==> src/rtl/jif_mem_pkg.sv <==
`default_nettype none
// ============================================================================
// Module  : jif_mem_pkg
// Brief   : Shared types and constants for the CPU-to-SRAM memory bridge.
// Revision: 1.0 - initial release
// ============================================================================
package jif_mem_pkg;

  // Bridge control states
  typedef enum logic [1:0] {
    IDLE       = 2'd0,
    RD_ISSUE   = 2'd1,
    RD_CAPTURE = 2'd2,
    STALL      = 2'd3
  } state_e;

  // Width of the wait-state counter (supports 0..15 wait states)
  localparam int WAIT_W = 4;

  // Default CPU / memory data word width
  localparam int DEF_DATA_W = 32;

endpackage : jif_mem_pkg
`default_nettype wire

==> src/rtl/mem_wait_timer.sv <==
`default_nettype none
// ============================================================================
// Module  : mem_wait_timer
// Brief   : Loadable down-counter timing one SRAM access window. Loaded with
//           the wait-state count at access start; done_o is high during the
//           last cycle of the window (count reached zero).
// Revision: 1.0 - initial release
// ============================================================================
module mem_wait_timer
  import jif_mem_pkg::*;
(
  input  logic              clock,
  input  logic              reset,
  input  logic              load_i,
  input  logic [WAIT_W-1:0] load_val_i,
  output logic              done_o
);

  logic [WAIT_W-1:0] cnt_q, cnt_d;
  logic              active_q, active_d;

  // Next count: reload on a new access, otherwise count down to zero and stop
  always_comb begin
    cnt_d    = cnt_q;
    active_d = active_q;
    if (load_i) begin
      cnt_d    = load_val_i;
      active_d = 1'b1;
    end else if (active_q) begin
      if (cnt_q == '0) begin
        active_d = 1'b0;
      end else begin
        cnt_d = cnt_q - 1'b1;
      end
    end
  end

  // Counter registers
  always_ff @(posedge clock or negedge reset) begin
    if (!reset) begin
      cnt_q    <= '0;
      active_q <= 1'b0;
    end else begin
      cnt_q    <= cnt_d;
      active_q <= active_d;
    end
  end

  assign done_o = active_q && (cnt_q == '0);

endmodule : mem_wait_timer
`default_nettype wire

==> src/rtl/mem_bridge.sv <==
`default_nettype none
// ============================================================================
// Module  : mem_bridge
// Brief   : CPU word-request to single-port synchronous SRAM bridge with fixed
//           wait states, a one-entry posted-write buffer, read-after-write
//           forwarding and out-of-range detection. All outputs registered.
// Revision: 1.0 - initial release
// ============================================================================
module mem_bridge
  import jif_mem_pkg::*;
#(
  parameter int DATA_W      = DEF_DATA_W,
  parameter int MEM_AW      = 10,
  parameter int WAIT_STATES = 2
) (
  input  logic              clock,
  input  logic              reset,
  input  logic              cpu_req,
  input  logic              cpu_we,
  input  logic [31:0]       cpu_addr,
  input  logic [DATA_W-1:0] cpu_wdata,
  output logic [DATA_W-1:0] cpu_rdata,
  output logic              cpu_ready,
  output logic              cpu_err,
  output logic              mem_en,
  output logic              mem_we,
  output logic [MEM_AW-1:0] mem_addr,
  output logic [DATA_W-1:0] mem_wdata,
  input  logic [DATA_W-1:0] mem_rdata
);

  state_e              state_q, state_d;
  logic [DATA_W-1:0]   rdata_q, rdata_d;
  logic                ready_q, ready_d;
  logic                err_q, err_d;
  logic                mem_en_q, mem_en_d;
  logic                mem_we_q, mem_we_d;
  logic [MEM_AW-1:0]   mem_addr_q, mem_addr_d;
  logic [DATA_W-1:0]   mem_wdata_q, mem_wdata_d;
  logic                wb_valid_q, wb_valid_d;
  logic [MEM_AW-1:0]   wb_addr_q, wb_addr_d;
  logic [DATA_W-1:0]   wb_data_q, wb_data_d;

  logic                in_range;
  logic                wb_hit;
  logic                accept_wr;
  logic                start_rd;
  logic                tmr_done;

  assign in_range = (cpu_addr[31:MEM_AW] == '0);
  assign wb_hit   = wb_valid_q && (wb_addr_q == cpu_addr[MEM_AW-1:0]);

  // Access window timer, shared by read issue and write drain (never overlap)
  mem_wait_timer u_timer (
    .clock      (clock),
    .reset      (reset),
    .load_i     (accept_wr || start_rd),
    .load_val_i (WAIT_W'(WAIT_STATES)),
    .done_o     (tmr_done)
  );

  // Next-state and output decode; a request seen while cpu_ready is high is
  // the one just completed, so it is ignored for that cycle.
  always_comb begin
    state_d     = state_q;
    rdata_d     = rdata_q;
    ready_d     = 1'b0;
    err_d       = 1'b0;
    mem_en_d    = mem_en_q;
    mem_we_d    = mem_we_q;
    mem_addr_d  = mem_addr_q;
    mem_wdata_d = mem_wdata_q;
    wb_valid_d  = wb_valid_q;
    wb_addr_d   = wb_addr_q;
    wb_data_d   = wb_data_q;
    accept_wr   = 1'b0;
    start_rd    = 1'b0;

    // Close the current SRAM window; a finished drain empties the buffer
    if (tmr_done) begin
      mem_en_d = 1'b0;
      mem_we_d = 1'b0;
      if (mem_we_q) wb_valid_d = 1'b0;
    end

    case (state_q)
      IDLE: begin
        if (cpu_req && !ready_q) begin
          if (!in_range) begin
            ready_d = 1'b1;
            err_d   = 1'b1;
            if (!cpu_we) rdata_d = '0;
          end else if (cpu_we) begin
            if (wb_valid_q) state_d = STALL;
            else            accept_wr = 1'b1;
          end else if (wb_hit) begin
            ready_d = 1'b1;
            rdata_d = wb_data_q;
          end else if (wb_valid_q) begin
            state_d = STALL;
          end else begin
            start_rd = 1'b1;
          end
        end
      end
      RD_ISSUE: begin
        if (tmr_done) state_d = RD_CAPTURE;
      end
      RD_CAPTURE: begin
        ready_d = 1'b1;
        rdata_d = mem_rdata;
        state_d = IDLE;
      end
      STALL: begin
        if (!wb_valid_q) begin
          if (cpu_we) accept_wr = 1'b1;
          else        start_rd  = 1'b1;
        end
      end
      default: state_d = IDLE;
    endcase

    // Posted write: fill the buffer, complete at once, start draining
    if (accept_wr) begin
      wb_valid_d  = 1'b1;
      wb_addr_d   = cpu_addr[MEM_AW-1:0];
      wb_data_d   = cpu_wdata;
      ready_d     = 1'b1;
      mem_en_d    = 1'b1;
      mem_we_d    = 1'b1;
      mem_addr_d  = cpu_addr[MEM_AW-1:0];
      mem_wdata_d = cpu_wdata;
      state_d     = IDLE;
    end

    // SRAM read: hold the strobe for the whole wait window
    if (start_rd) begin
      mem_en_d   = 1'b1;
      mem_we_d   = 1'b0;
      mem_addr_d = cpu_addr[MEM_AW-1:0];
      state_d    = RD_ISSUE;
    end
  end

  // State, output and write-buffer registers; reset discards a pending write
  always_ff @(posedge clock or negedge reset) begin
    if (!reset) begin
      state_q     <= IDLE;
      rdata_q     <= '0;
      ready_q     <= 1'b0;
      err_q       <= 1'b0;
      mem_en_q    <= 1'b0;
      mem_we_q    <= 1'b0;
      mem_addr_q  <= '0;
      mem_wdata_q <= '0;
      wb_valid_q  <= 1'b0;
      wb_addr_q   <= '0;
      wb_data_q   <= '0;
    end else begin
      state_q     <= state_d;
      rdata_q     <= rdata_d;
      ready_q     <= ready_d;
      err_q       <= err_d;
      mem_en_q    <= mem_en_d;
      mem_we_q    <= mem_we_d;
      mem_addr_q  <= mem_addr_d;
      mem_wdata_q <= mem_wdata_d;
      wb_valid_q  <= wb_valid_d;
      wb_addr_q   <= wb_addr_d;
      wb_data_q   <= wb_data_d;
    end
  end

  assign cpu_rdata = rdata_q;
  assign cpu_ready = ready_q;
  assign cpu_err   = err_q;
  assign mem_en    = mem_en_q;
  assign mem_we    = mem_we_q;
  assign mem_addr  = mem_addr_q;
  assign mem_wdata = mem_wdata_q;

  // The CPU must hold its request while the bridge is still working on it
  a_req_held: assert property (@(posedge clock) disable iff (!reset)
                               (state_q != IDLE) |-> cpu_req);

endmodule : mem_bridge
`default_nettype wire

==> config.mk <==
export PLATFORM = sky130hd
export DESIGN_NAME = mem_bridge
export DESIGN_NICKNAME = d
export VERILOG_FILES = /design/src/rtl/jif_mem_pkg.sv /design/src/rtl/mem_wait_timer.sv /design/src/rtl/mem_bridge.sv
export SDC_FILE = /design/constraint.sdc
export NUM_CORES = 1
export LEC_CHECK = 0
export ABC_CLOCK_PERIOD_IN_PS = 3100
export CAP_MARGIN = 20
export CORE_UTILIZATION = 45
export DETAILED_ROUTE_END_ITERATION = 8
export PLACE_DENSITY = 0.91
export SETUP_SLACK_MARGIN = 0.3
export SYNTH_ARGS = -nofsm -noshare
export SYNTH_HDL_FRONTEND = slang
export SYNTH_HIERARCHICAL = 1
export SYNTH_SLANG_ARGS = --single-unit
export TNS_END_PERCENT = 30
==> constraint.sdc <==
create_clock -name clock -period 3.1 [get_ports clock]
set_input_delay 0.775 -clock clock [delete_from_list [all_inputs] [get_ports clock]]
set_output_delay 0.775 -clock clock [all_outputs]
set_load 0.005 [all_outputs]
Word level (Yosys, flattened, before mapping). Index checks and enable logic that the tools add are counted. Widths: inputs -> output; s select.

Register bits: 96. Input port bits: 100. Output and inout bits: 78. Logic and storage cells: 97.

Add/subtract/negate cells: 1. Reduce and logical (&&, ||, !) cells: 19. Eq/ne operators: 12. Multiplexer cells: 53.

Operator list (count): $mux 32 (5); $pmux 32 s2 (1); $mux 1 (30); $logic_not 22->1 (1); $mux 10 (2); $mux 2 (8); $mux 4 (3); $ne 4x4->1 const B (3); $eq 10x10->1 (1); $reduce_bool 2->1 (5); $pmux 1 s2 (3); $pmux 2 s3 (1); $ne 5x5->1 const B (1); $reduce_and 5->1 (1); $reduce_bool 5->1 (1); $eq 2x2->1 const B (2); $logic_not 4->1 (1); $ne 2x2->1 const B (2); $reduce_and 2->1 (2); $reduce_and 4->1 (1); $sub 4x1->4 const B (1); $logic_and 1x1->1 (3); $ne 3x3->1 const B (1); $reduce_bool 3->1 (1); 5 further kinds (5).

Logic depth before layout (Yosys ltp). Gate-level depths: netlist of run 1.

Word-level depth: 10. Gate-level depth with buffers: 11. Gate-level depth less buffers: 9.

Cells and area by module. Netlist of run 1, hierarchy kept.

By module, submodules not included: mem_bridge (seq. area each 2277.2 µm², area each 4640.7 µm², times used 1, cells an instance 408); mem_wait_timer (seq. area each 125.1 µm², area each 300.3 µm², times used 1, cells an instance 30).

Least setup slack after synthesis of run 1. OpenSTA, ideal clock, no wires.

Path type: input -> register. Start: input port cpu_addr[14]. End: register wb_addr_q[0]. Data required time: 2.975 ns. Stages: 7. Path buffers: 2. Arrival: 2.678 ns. Setup time: 0.125 ns. Setup slack: 0.297 ns. Path through: or4_4 -> or4_4 -> o21bai_2 -> and4b_1 -> buf_6 -> buf_12 -> mux2_4.

Word-level cells in the longest chain between the ends: 4.

Ends and longest elaborated chain: start: declaration (RTL line mem_bridge.sv:20) `input logic [31:0] cpu_addr,`; $logic_not 22->1 (RTL line mem_bridge.sv:50) `assign in_range = (cpu_addr[31:MEM_AW] == '0);`; $mux 1 (RTL line mem_bridge.sv:89) `if (!in_range) begin`; $mux 1 (RTL line mem_bridge.sv:88) `if (cpu_req && !ready_q) begin`; $pmux 1 s2 (RTL line mem_bridge.sv:86) `case (state_q)`; end signal: assignment (RTL line mem_bridge.sv:169) `wb_addr_q <= wb_addr_d;`; end: declaration (RTL line mem_bridge.sv:41) `logic [MEM_AW-1:0] wb_addr_q, wb_addr_d;`.

Every way passes these cells. A chain may end at the register's enable or synchronous reset.

Final worst setup path of run 1.
Start: input port cpu_addr[14]. End: register wb_data_q[20].

Word-level cells in the longest chain between the ends: 4.

Ends and longest elaborated chain: $logic_not 22->1 (RTL line mem_bridge.sv:50); $mux 1 (RTL line mem_bridge.sv:89); $mux 1 (RTL line mem_bridge.sv:88); $pmux 1 s2 (RTL line mem_bridge.sv:86); end signal: assignment (RTL line mem_bridge.sv:170) `wb_data_q <= wb_data_d;`; end: declaration (RTL line mem_bridge.sv:42) `logic [DATA_W-1:0] wb_data_q, wb_data_d;`.

Every way passes these cells.

==> results of run 1 <==
-- cell type report --
class,count,share of cell area
clock buffers,11,0.0194
multi-input cells,274,0.311
well taps,136,0.0233
repair buffers,205,0.292
inverters,38,0.0195
flip-flops and latches,96,0.329
clock inverters,5,0.00549
-- how the worst max path moves through the flow --
stage | from | endpoint | slack [ps] | cells past startpoint
after floorplan | cpu_addr[14] | wb_addr_q[0] | 300 | 7
after global placement | cpu_addr[14] | wb_data_q[19] | -270 | 7
after detailed placement | cpu_addr[14] | wb_data_q[19] | -310 | 7
after CTS | cpu_addr[14] | wb_data_q[24] | 300 | 9
after global routing | cpu_addr[10] | cpu_rdata[8] | 300 | 7
final | cpu_addr[14] | wb_data_q[20] | 360 | 9
-- registers in the layout (all words and copies together) (netlist names) --
signal            flops
cpu_err               1
cpu_rdata            32
cpu_ready             1
mem_addr             10
mem_en                1
mem_we                1
state_q               2
u_timer/active_q      1
u_timer/cnt_q         4
wb_addr_q            10
wb_data_q            32
wb_valid_q            1
-- report_power, final --
part | leakage [nW] | internal [mW] | switching [mW]
Combinational | 1.68 | 0.118 | 0.0630
Sequential | 1.15 | 1.25 | 0
Clock | 0.0822 | 0.319 | 0.449
-- synth_stat cells (2+ instances only) --
cell type / instances
a21o_1: 3
a21oi_1: 4
a22oi_1: 32
a31oi_1: 3
and4b_1: 2
buf_12: 4
clkbuf_1: 26
conb_1: 2
dfrtp_1: 96
ha_1: 5
inv_1: 38
mux2_2: 16
mux2_4: 37
nand2_1: 38
nand2b_1: 2
nand3_1: 3
nand4_1: 5
nor2_1: 33
nor2b_1: 3
nor3_1: 7
nor3b_1: 3
nor4_1: 5
o21ai_0: 3
o21ai_1: 2
o311a_1: 31
or2_2: 2
or3_1: 2
or4_4: 2
xnor2_1: 10
-- cell families (layout without fill, tap and decap cells) --
| family | after synthesis | after routing | synth area share |
|---|---|---|---|
| buf+inv | 70 | 259 | 0.0681 |
| mux | 54 | 54 | 0.151 |
| other cells | 2 | 4 | 0.00152 |
| fa+ha+maj | 5 | 5 | 0.0127 |
| simple gates | 114 | 114 | 0.117 |
| compound gates | 87 | 87 | 0.146 |
| flops | 96 | 96 | 0.486 |
| xor+xnor | 10 | 10 | 0.0177 |
-- worst register-to-register path: cells and delay by family (launching register included) --
kind            cells  cell delay, ps
fa+ha+maj           1             250
compound gates      1             150
buf+inv             4             450
mux                 1             300
flops               1             430
simple gates        3             940
-- cells in the final DEF, fill, tap and decap left out, types with 2 or more instances in the layout --
| cell type | count |
|---|---|
| a31oi_1 | 3 |
| mux2_4 | 40 |
| nor4_2 | 2 |
| o311a_1 | 31 |
| buf_2 | 2 |
| or2_2 | 2 |
| buf_12 | 7 |
| mux2_2 | 13 |
| or4_4 | 2 |
| o21ai_0 | 3 |
| clkdlybuf4s50_1 | 172 |
| nor4_1 | 2 |
| nor3b_1 | 3 |
| buf_6 | 4 |
| xnor2_1 | 10 |
| inv_1 | 38 |
| or3_1 | 2 |
| a22oi_1 | 32 |
| nand2_1 | 38 |
| nor2b_1 | 2 |
| conb_1 | 4 |
| a21o_1 | 3 |
| dfrtp_1 | 96 |
| clkinvlp_4 | 3 |
| ha_1 | 4 |
| nor2_1 | 33 |
| a21oi_1 | 4 |
| nand4_1 | 5 |
| nor3_1 | 7 |
| buf_16 | 3 |
| nand2b_1 | 2 |
| buf_4 | 15 |
| nand3_1 | 3 |
| clkbuf_8 | 10 |
-- repair_timing --
item / in CTS / in global routing
endpoints found under the setup margin: 43 / 51
cloned: 3 / 0
hold buffers: 0 / 0
resized for setup: 21 / 5
pin swaps: 4 / 3
buffers inserted: 6 / 0
-- metal layers --
metal	vias to the layer above	routed length, µm
li1	1932	-
met1	2049	5770
met2	147	7230
met3	13	869
met4	0	163
met5	-	0
==> results.toml, run 1 <==
[timing]
finalSetupViolations = 0
min_period_over_period = 0.885
tightest_slew_ps = 670
fin_skew_ps = 13.3
final-hold-violation-count = 0
period_needed_ps = 2740
maxSlewViolCount = 0
worst_slack_ps = 355
whs_ps = 430
max_slew_margin = 0.554
tns_ps = 0
fmax_mhz = 364
rsz0062_at_grt = "true"

[synth]
synth_area_leaders = "dfrtp_1 49%, mux2_4 11%, o311a_1 6.3%, a22oi_1 4.9%, mux2_2 3.6%"
synth-edff-count = 0
syn_area_um2 = 4940
synthArstFlopShare = 1.00
yosysUniqueCellTypes = 48
synth_ff_type = "dfrtp_1"
netlist.area_leader.share = 0.486
ys_warn_count = 6
synth_largest_area_cell = "dfrtp_1"
ys_seq_area_frac = 0.486
synth-seq-cells = 96
post_synth.cell_area_avg_um2 = 11.3
postSynthCellCount = 438

[cts]
cts_sinks = 96
htree_levels = 3
clkTransAtPathRegs_ps = 100
cts_buffer_depth = 2
cts_buffers = 9
cts_tree = "built"
cts_root_buf = "clkbuf_8"
clock_latency_ps = 360

[die]
die_w_um = 107
initial_core_util = 0.472
die_h_um = 107
fp.coreArea_um2 = 10500
die_area_um2 = 11400
io_pins = 178
row_count = 37

[routing]
first_pass_iters = 4
drc = 0
drt_iter0_markers = 285
avgRoutedWirePerCell_um = 18.3
dr_total_vias = 4141
routed_wirelength_um = 14000
viasPerCell = 5.41
ant_nets = 0

[setup_path]
cp_cell_sequence = "dlygate4sd2_1 > or4_4 > or4_4 > o21bai_4 > and4b_4 > buf_12 > buf_12 > buf_12 > mux2_4"
crit_fanout = 6
crit_type = "in2reg"
ff2ff_path_depth = 10
endpoint_kind = "register"
r2r-start = "state_q[0]"
critPathTopFamily = "simple AND/OR/NAND/NOR gates"
critPathMaxStageDelay_ps = 450
crit_path_top_delay_cell = "or4_4"
crit_buf_inv = 4
critPathRequiredTime_ps = 3350
critPathMostFrequentCell = "buf_12"
cp.arrival_ps = 2990
cp-start-kind = "input port"
r2r_end = "wb_data_q[20]"
rrSetupSlack_ps = 470

[placement]
dpl_worst_slack_ps = -314
placed_cells = 740
dpl-instance-area_um2 = 6900
hpwlAfterDp_um = 10200
portBuffers = 177
finalWeightedCongestion = 0.802

[final_layout]
n_fill_cell = 756
fin_area_um2 = 7300
multi_input_area_um2 = 2270
area_growth_pct = 47.7
drive_gt1_frac = 0.188
fin_util = 0.697
regArea_um2 = 2400
nets = 729
stdcell_count = 765
antennaDiodeCount = 0

[global_routing]
grt_use_met2 = 0.434
grt_pass1_wl_um = 22200
grt.met3_usage = 0.0571
grt-ovfl-total = 0
grt_pass1_vias = 4413
grt_usage = 0.248
top_usage_layer = "met2"
grtUsageMet1 = 0.311
antenna_found_initial = 0
grt_max_degree = 52

[power_and_ir_drop]
p_per_area_nw_per_um2 = 301
p_leak_nw = 2.91
peakVddDrop_mv = 0.253
power_mw = 2.20

[outcome]
status = "finished clean"

[worst_hold_path]
min_path_type = "in2async"

[run]
cap_violations = 0
Power figures use the tool's default switching activity.
==> run 2, diff against run 1 <==
Settings changed: SLEW_MARGIN from default to 20.
==> results of run 2 <==
Final layout, timing and power as in run 1 (identical DEF).
==> run 3, diff against run 2 <==
Settings changed: CAP_MARGIN 20 to default.
==> results of run 3 <==
Final layout, timing and power as in run 1 (identical DEF).
